`src/rtl/cr_cp0_lpmd_pkg.sv`:
```
// Shared encodings for the CP0 low-power entry/exit sequencer.
package cr_cp0_lpmd_pkg;

    localparam logic [1:0] LPMD_RUN  = 2'b11;
    localparam logic [1:0] LPMD_WAIT = 2'b10;
    localparam logic [1:0] LPMD_DOZE = 2'b01;
    localparam logic [1:0] LPMD_STOP = 2'b00;

    typedef enum logic [3:0] {
        S_IDLE    = 4'd0,
        S_DRAIN   = 4'd1,
        S_GATE    = 4'd2,
        S_ISO     = 4'd3,
        S_SAVE    = 4'd4,
        S_PWROFF  = 4'd5,
        S_OFF     = 4'd6,
        S_PWRON   = 4'd7,
        S_RESTORE = 4'd8,
        S_DEISO   = 4'd9,
        S_UNGATE  = 4'd10
    } seq_state_e;

    function automatic logic is_timed(seq_state_e s);
        return (s == S_ISO) || (s == S_SAVE) ||
               (s == S_RESTORE) || (s == S_DEISO);
    endfunction

endpackage

```
`src/rtl/cr_cp0_lpmd_dly_cnt.sv`:
```
// Loadable saturating down-counter shared by all timed sequencer states.
module cr_cp0_lpmd_dly_cnt #(
    parameter int CNT_W = 4
) (
    input  logic             lpmd_sm_clk,
    input  logic             cpurst_b,
    input  logic             load_i,
    input  logic [CNT_W-1:0] load_val_i,
    output logic             zero_o
);

    logic [CNT_W-1:0] cnt_q;
    logic [CNT_W-1:0] cnt_d;

    always_comb begin
        cnt_d = cnt_q;
        if (load_i)
            cnt_d = load_val_i;
        else if (cnt_q != '0)
            cnt_d = cnt_q - 1'b1;
    end

    always_ff @(posedge lpmd_sm_clk or negedge cpurst_b) begin
        if (!cpurst_b)
            cnt_q <= '0;
        else
            cnt_q <= cnt_d;
    end

    assign zero_o = (cnt_q == '0);

endmodule

```
`src/rtl/cr_cp0_lpmd_seq.sv`:
```
// Low-power sequencer: bus drain, clock gate and, for STOP, the
// isolation / retention / power-off handshake, unwound on wake.
module cr_cp0_lpmd_seq
    import cr_cp0_lpmd_pkg::*;
#(
    parameter int ISO_DLY = 4,
    parameter int RET_DLY = 4,
    parameter int CNT_W   = 4
) (
    input  logic       lpmd_sm_clk,
    input  logic       cpurst_b,
    input  logic [1:0] cp0_seq_lpmd_b,
    input  logic       seq_wk_req,
    input  logic       biu_seq_idle,
    input  logic       pmu_seq_pwr_ack,
    output logic [1:0] seq_sys_view_lpmd_b,
    output logic       seq_clk_gate_req,
    output logic       seq_iso_en,
    output logic       seq_ret_save,
    output logic       seq_ret_restore,
    output logic       seq_pwr_off_req,
    output logic       seq_busy,
    output logic       seq_sm_clk_en
);

    localparam logic [CNT_W-1:0] ISO_LD = CNT_W'(ISO_DLY - 1);
    localparam logic [CNT_W-1:0] RET_LD = CNT_W'(RET_DLY - 1);

    seq_state_e       state_q, state_d;
    logic [1:0]       mode_q, mode_d;
    logic             cnt_load;
    logic [CNT_W-1:0] cnt_val;
    logic             cnt_zero;

    logic [1:0] view_q;
    logic       gate_q, iso_q, save_q, rest_q, off_q, busy_q;

    always_comb begin
        state_d = state_q;
        mode_d  = mode_q;
        case (state_q)
            S_IDLE:
                if (cp0_seq_lpmd_b != LPMD_RUN && !seq_wk_req) begin
                    state_d = S_DRAIN;
                    mode_d  = cp0_seq_lpmd_b;
                end
            S_DRAIN:
                if (seq_wk_req)        state_d = S_IDLE;
                else if (biu_seq_idle) state_d = S_GATE;
            S_GATE:
                if (mode_q == LPMD_STOP) state_d = S_ISO;
                else if (seq_wk_req)     state_d = S_UNGATE;
            S_ISO:
                if (seq_wk_req)    state_d = S_DEISO;
                else if (cnt_zero) state_d = S_SAVE;
            S_SAVE:
                if (seq_wk_req)    state_d = S_DEISO;
                else if (cnt_zero) state_d = S_PWROFF;
            S_PWROFF:
                if (pmu_seq_pwr_ack) state_d = S_OFF;
            S_OFF:
                if (seq_wk_req) state_d = S_PWRON;
            S_PWRON:
                if (!pmu_seq_pwr_ack) state_d = S_RESTORE;
            S_RESTORE:
                if (cnt_zero) state_d = S_DEISO;
            S_DEISO:
                if (cnt_zero) state_d = S_UNGATE;
            S_UNGATE:
                state_d = S_IDLE;
            default:
                state_d = S_IDLE;
        endcase
        if (state_d == S_IDLE)
            mode_d = LPMD_RUN;
    end

    // Counter restarts whenever a timed state is newly entered.
    assign cnt_load = (state_d != state_q) && is_timed(state_d);
    assign cnt_val  = (state_d == S_ISO || state_d == S_DEISO) ?
                      ISO_LD : RET_LD;

    cr_cp0_lpmd_dly_cnt #(.CNT_W(CNT_W)) u_dly_cnt (
        .lpmd_sm_clk (lpmd_sm_clk),
        .cpurst_b    (cpurst_b),
        .load_i      (cnt_load),
        .load_val_i  (cnt_val),
        .zero_o      (cnt_zero)
    );

    // Outputs are flopped from the next state so they track state_q.
    always_ff @(posedge lpmd_sm_clk or negedge cpurst_b) begin
        if (!cpurst_b) begin
            state_q <= S_IDLE;
            mode_q  <= LPMD_RUN;
            view_q  <= LPMD_RUN;
            gate_q  <= 1'b0;
            iso_q   <= 1'b0;
            save_q  <= 1'b0;
            rest_q  <= 1'b0;
            off_q   <= 1'b0;
            busy_q  <= 1'b0;
        end else begin
            state_q <= state_d;
            mode_q  <= mode_d;
            view_q  <= mode_d;
            gate_q  <= state_d inside {S_GATE, S_ISO, S_SAVE, S_PWROFF,
                                       S_OFF, S_PWRON, S_RESTORE, S_DEISO};
            iso_q   <= state_d inside {S_ISO, S_SAVE, S_PWROFF, S_OFF,
                                       S_PWRON, S_RESTORE, S_DEISO};
            save_q  <= (state_d == S_SAVE);
            rest_q  <= (state_d == S_RESTORE);
            off_q   <= state_d inside {S_PWROFF, S_OFF};
            busy_q  <= (state_d != S_IDLE);
        end
    end

    assign seq_sys_view_lpmd_b = view_q;
    assign seq_clk_gate_req    = gate_q;
    assign seq_iso_en          = iso_q;
    assign seq_ret_save        = save_q;
    assign seq_ret_restore     = rest_q;
    assign seq_pwr_off_req     = off_q;
    assign seq_busy            = busy_q;
    assign seq_sm_clk_en       = busy_q | (cp0_seq_lpmd_b != LPMD_RUN);

endmodule

```
`config.mk`:
```
export PLATFORM = sky130hd
export DESIGN_NAME = cr_cp0_lpmd_seq
export DESIGN_NICKNAME = d
export VERILOG_FILES = /design/src/rtl/cr_cp0_lpmd_pkg.sv /design/src/rtl/cr_cp0_lpmd_dly_cnt.sv /design/src/rtl/cr_cp0_lpmd_seq.sv
export SDC_FILE = /design/constraint.sdc
export NUM_CORES = 1
export LEC_CHECK = 0
export ABC_CLOCK_PERIOD_IN_PS = 3300
export BUFFER_PORTS_ARGS = -buffer_cell sky130_fd_sc_hd__buf_4
export CAP_MARGIN = 40
export CORE_MARGIN = 2
export CORE_UTILIZATION = 35
export CTS_BUF_LIST = sky130_fd_sc_hd__clkbuf_4 sky130_fd_sc_hd__clkbuf_8 sky130_fd_sc_hd__clkbuf_16
export CTS_CLUSTER_DIAMETER = 50
export DETAILED_ROUTE_END_ITERATION = 6
export PLACE_DENSITY_LB_ADDON = 0.15
export SLEW_MARGIN = 20
export SYNTH_ARGS = -nofsm -noshare
export SYNTH_HDL_FRONTEND = slang
export SYNTH_HIERARCHICAL = 1
export SYNTH_SLANG_ARGS = --single-unit
```
`constraint.sdc`:
```
create_clock -name lpmd_sm_clk -period 3.3 [get_ports lpmd_sm_clk]
set_input_delay 0.66 -clock lpmd_sm_clk [delete_from_list [all_inputs] [get_ports lpmd_sm_clk]]
set_output_delay 0.66 -clock lpmd_sm_clk [all_outputs]
set_load 0.02 [all_outputs]
```
; After elaboration in Yosys (flattened, before gate mapping)
; Index checks and enable logic that the tools add are counted.
[op_classes]
add_sub_neg = 1
n_eq_ne = 19
n_mux = 20
bitwise_logic = 1
n_reduce_logical = 19
[ops]
columns = cell, n
row1 = 4-bit 2-to-1 mux, 16
row2 = 4-bit case mux with 10 select lines, 1
row3 = "4-bit by 3-bit == test with 1-bit output, second input constant", 8
row4 = "4-bit by 2-bit == test with 1-bit output, second input constant", 4
row5 = "4-bit == test, second input constant", 4
row6 = 4-bit zero test, 3
row7 = 2-bit nonzero test, 4
row8 = 4-bit nonzero test, 2
row9 = 8-bit nonzero test, 1
row10 = 7-bit nonzero test, 1
row11 = 2-bit 2-to-1 mux, 3
row12 = "4-bit by 1-bit == test with 1-bit output, second input constant", 1
row13 = 4-bit != test, 1
row14 = "4-bit by 1-bit subtractor with 4-bit output, second input constant", 1
row15 = 1-bit logical OR, 3
row16 = 1-bit logical AND, 2
row17 = 2-bit zero test, 1
row18 = "2-bit != test, second input constant", 1
row19 = 2-bit AND reduction, 1
row20 = 1-bit zero test, 1
row21 = 1-bit OR, 1
[word_totals]
register_bits = 16
inputBits = 7
output_inout_bits = 9
word_cells = 69

; Depth between registers and ports, before layout
[logic_depth]
word_depth = 10
depth_mapped = 13

; Modules after synthesis
; The synthesis kept the hierarchy.
[by_module_without_submodules]
columns = mod, n_inst, cells_per_inst, area_per_inst_um2, seq_area_each_um2
row1 = cr_cp0_lpmd_seq, 1, 98, 915.9, 302.8
row2 = cr_cp0_lpmd_dly_cnt, 1, 22, 234.0, 100.1

; Worst setup path before layout
; No wires, ideal clock.
[synth_path]
path_kind = register -> register
start = reg u_dly_cnt.cnt_q[0]
end = reg u_dly_cnt.cnt_q[3]
setup_ps = 126
t_arrival_ps = 2632
t_required_ps = 3174
slack_ps = 542
stages_incl_launch_ff = 14
path_buffers = 1
synth_period_minus_slack_ps = 2758
path_cell_list = dfrtp_1 -> inv_1 -> ha_1 -> nor3b_4 -> nand2b_1 -> a21oi_1 -> o32ai_2 -> a31oi_4 -> inv_2 -> mux2i_1 -> a221oi_2 -> clkbuf_1 -> nor3_1 -> a221o_1
[synth_between]
elab_chain_cells = 10
[synth_lines]
columns = item, line
row1 = start: declaration, cr_cp0_lpmd_dly_cnt.sv:12  ; logic [CNT_W-1:0] cnt_q;
row2 = start signal: assignment, cr_cp0_lpmd_dly_cnt.sv:27  ; cnt_q <= cnt_d;
row3 = 4-bit zero test (*), cr_cp0_lpmd_dly_cnt.sv:30  ; assign zero_o = (cnt_q == '0);
row4 = net cnt_zero, cr_cp0_lpmd_seq.sv:33  ; logic cnt_zero;
row5 = "4-bit 2-to-1 mux, on equally long branches", "cr_cp0_lpmd_seq.sv:58, cr_cp0_lpmd_seq.sv:55"
row6 = "4-bit 2-to-1 mux, on equally long branches", "cr_cp0_lpmd_seq.sv:57, cr_cp0_lpmd_seq.sv:54"
row7 = 4-bit case mux with 10 select lines (*), cr_cp0_lpmd_seq.sv:41  ; case (state_q)
row8 = net state_d[0], cr_cp0_lpmd_seq.sv:29  ; seq_state_e state_q, state_d;
row9 = 4-bit by 2-bit == test with 1-bit output / 4-bit by 3-bit == test with 1-bit output (equally long branches), cr_cp0_lpmd_pkg.sv:24  ; return (s == S_ISO) || (s == S_SAVE) ||
row10 = 1-bit logical OR (2 in series), cr_cp0_lpmd_pkg.sv:24
row11 = 1-bit logical OR, cr_cp0_lpmd_pkg.sv:25  ; (s == S_RESTORE) || (s == S_DEISO);
row12 = 1-bit logical AND (*), cr_cp0_lpmd_seq.sv:79  ; assign cnt_load = (state_d != state_q) && is_timed(state_d);
row13 = net cnt_load, cr_cp0_lpmd_seq.sv:31  ; logic cnt_load;
row14 = 4-bit 2-to-1 mux / 2-bit nonzero test (equally long branches), n/a
; The timed path passes the listed nets; every way through them passes the cells marked *. The select of a mux whose other input is x is not followed.
; A chain may end at the register's enable or synchronous reset.

; Final worst setup path
; Ends and elaborated chain as after synthesis.

==> results by group <==
Timing
  – Final Setup Violations: 0
  – Min Tclk post-route: 2.87 ns
  – RSZ-0062 raised after global routing: false
  – Slew Limit Fails: 0
  – Clock skew: 0.00683 ns
  – Final setup margin: 0.428 ns
  – Final Hold Viols: 0
  – Max Fclk: 348 MHz
  – Slew HR: 0.611
  – Fin crit share: 0.870
  – Worst-Margin Slew: 0.584 ns
  – Final setup TNS: 0 ns

Die
  – Die width: 61.3 µm
  – DIE HEIGHT: 61.3 µm
  – # rows: 20
  – Full die area: 3760 µm²
  – Top-Level Pins: 16
  – Initial Util: 0.374
  – Core area: 3080 µm²

Clocking
  – TritonCTS clock tree: yes
  – Latest clock arrival within the worst-skew pair: 0.29 ns
  – Post-CTS Setup Bufs: 0
  – Hold-fix buffers, CTS: 0
  – Htree depth: 1
  – Clock Tree Buf Depth: 2
  – CTS Buf Count: 3
  – Worst-path clk slew: 0.09 ns
  – Clk Tree Root Cell: clkbuf_4
  – Clk sinks: 16
  – Post-CTS resize count: 0

Synthesis
  – Post-synth EDFFs: 0
  – Post-synthesis sequential area ratio: 0.350
  – Yosys warns: 6
  – Unique cell type count in the Yosys netlist: 50
  – Cell Area, Synth: 1150 µm²
  – Ys async rst share: 1.00
  – Top post-synthesis cells by area: dfrtp_1, dfstp_2, o21ai_0
  – Commonest register cell after synthesis: dfrtp_1
  – Most frequent cells after synthesis: dfrtp_1, o21ai_0, nand2_1, nor2_1, inv_1
  – Cells after Synth: 120
  – Yosys top cell by area: dfrtp_1
  – Post-synth top area share: 0.305
  – Yosys reg bits: 16
  – Syn Area/Cell: 9.58 µm²
  – Most common cell in the netlist: dfrtp_1

Final layout
  – Fill cells: 314
  – Final nets: 144
  – # diodes: 0
  – Finished Cell Area: 1310 µm²
  – Area of the multi-input gates: 659 µm²
  – Register area: 403 µm²
  – Layout cells sized above 1: 0.274
  – P&R area growth vs syn: 13.7%

Critical path
  – CP Data Arrival Time: 3.05 ns
  – Critical path type: flip-flop to flip-flop
  – Slowest-stage cell, CP: dfrtp_1
  – Internal reg-to-reg setup slack: 0.43 ns
  – Worst EP required: 3.48 ns
  – Critical path startpoint: u_dly_cnt/cnt_q[0]
  – Max incr delay on CP: 0.39 ns
  – Reg2reg end: u_dly_cnt/cnt_q[3]
  – CP Max Fanout: 7
  – CP endpoint: u_dly_cnt/cnt_q[3]
  – R2R depth: 12
  – Startpoint Class: flip-flop
  – Worst R2R Start: u_dly_cnt/cnt_q[0]
  – Worst path cell trace: inv_1 > ha_1 > nor3b_4 > nand2b_1 > a21oi_1 > o32ai_2 > a31oi_4 > inv_2 > mux2i_1 > a221oi_2 > nor3_1 > a221o_1
  – Setup crit end kind: flip-flop

Power
  – Worst VDD drop: 398 µV
  – Combinational power share: 0.593
  – Clock Power Share: 0.099
  – Switching pwr: 590 µW
  – Reg power frac: 0.308
  – Internal Power: 711 µW
  – P_leak: 0.551 nW
  – Sw Share: 0.453
  – Pwr Density: 995 nW/µm²

Job
  – Max_cap viols: 0

Worst hold path
  – Class of the worst hold path: input pin to asynchronous set/reset pin

Global routing
  – First-pass GRT wire length: 3930 µm
  – GR Overflow Total: 0
  – Vias in the first global route: 834
  – Total global-route track usage: 0.142
  – Initial antenna violation count: 0
  – Largest net degree at the start of global routing: 20

Placement
  – DP Worst Slack: 0.416 ns
  – Dpl hpwl: 1770 µm
  – Placed cell areas: 1270 µm²
  – GPL Wtd Cong: 0.827
  – # port buffers: 15

Drt
  – Vias/cell: 5.15
  – Routed len/inst: 13.0 µm
  – First-pass DRT Iterations: 4
  – DR iter-0 viols: 63
  – Residual DRC: 0
  – WL final: 2340 µm
  – Via Count: 921
  – ANT nets after route: 0

Run status
  – Status: completed
-- cells by family (layout without fill, tap and decap cells) --
kind of cell / count (synthesis) / in the layout / synth area share
AND/OR/NAND/NOR: 42 / 42 / 0.225
adder cells (fa/ha/maj): 1 / 1 / 0.0109
flip-flops: 16 / 16 / 0.350
buffers and inverters: 16 / 29 / 0.0827
multiplexers: 5 / 5 / 0.0446
AO/OA/AOI/OAI: 36 / 36 / 0.264
other: 2 / 4 / 0.00653
XOR/XNOR: 2 / 2 / 0.0152
-- cells in the final DEF, fill, tap and decap left out, drive strengths merged, types with 9 or more instances in the layout --
cell and count:
nand2 9, buf 16, o21ai 13, nor2 9, inv 9, dfrtp 14
-- power groups by stage --
stage                     clock, mW  sequential [mW]  combinational [mW]
after floorplan                   0            0.376               0.649
after global placement            0            0.404               0.769
after detailed placement          0            0.406               0.776
after CTS                     0.134            0.402               0.781
after global routing          0.143            0.417               0.858
final                         0.128            0.401               0.771
-- layer usage --
| layer | wire (µm) | track usage | up-vias |
|---|---|---|---|
| li1 | - | - | 459 |
| met5 | 0 | 0 | - |
| met3 | 108 | 0.0168 | 6 |
| met4 | 53 | 0.0839 | 0 |
| met1 | 1150 | 0.214 | 434 |
| met2 | 1030 | 0.193 | 22 |
-- through the flow --
stage	util	std cells	total power [mW]	hold slack [ns]
floorplan	-	122	1.03	0.364
global placement	0.413	175	1.17	0.526
detailed placement	0.413	175	1.18	0.529
CTS	0.425	179	1.32	0.209
global route	0.425	179	1.42	0.210
finish	0.425	179	1.30	0.207
-- worst min-delay path by stage --
stage | start | endpoint
finish | cpurst_b | u_dly_cnt/cnt_q[1]
global route | cpurst_b | u_dly_cnt/cnt_q[0]
CTS | cpurst_b | u_dly_cnt/cnt_q[2]
detailed placement | cpurst_b | u_dly_cnt/cnt_q[0]
global placement | cpurst_b | u_dly_cnt/cnt_q[1]
floorplan | cpurst_b | seq_busy
-- area by class of cell --
cell class | count | area share
Multi-Input combinational cell | 90 | 0.504
Sequential cell | 16 | 0.308
Tap cell | 44 | 0.0421
Timing Repair Buffer | 16 | 0.0919
Inverter | 9 | 0.0258
Clock buffer | 4 | 0.0278
-- critical path, delay by kind of cell (launching register included) --
kind,cells,cell delay (ns)
AO/OA/AOI/OAI,5,1.22
adder cells (fa/ha/maj),1,0.21
flip-flops,1,0.39
multiplexers,1,0.13
AND/OR/NAND/NOR,3,0.62
buffers and inverters,2,0.19
(Power assumes the default switching activity.)
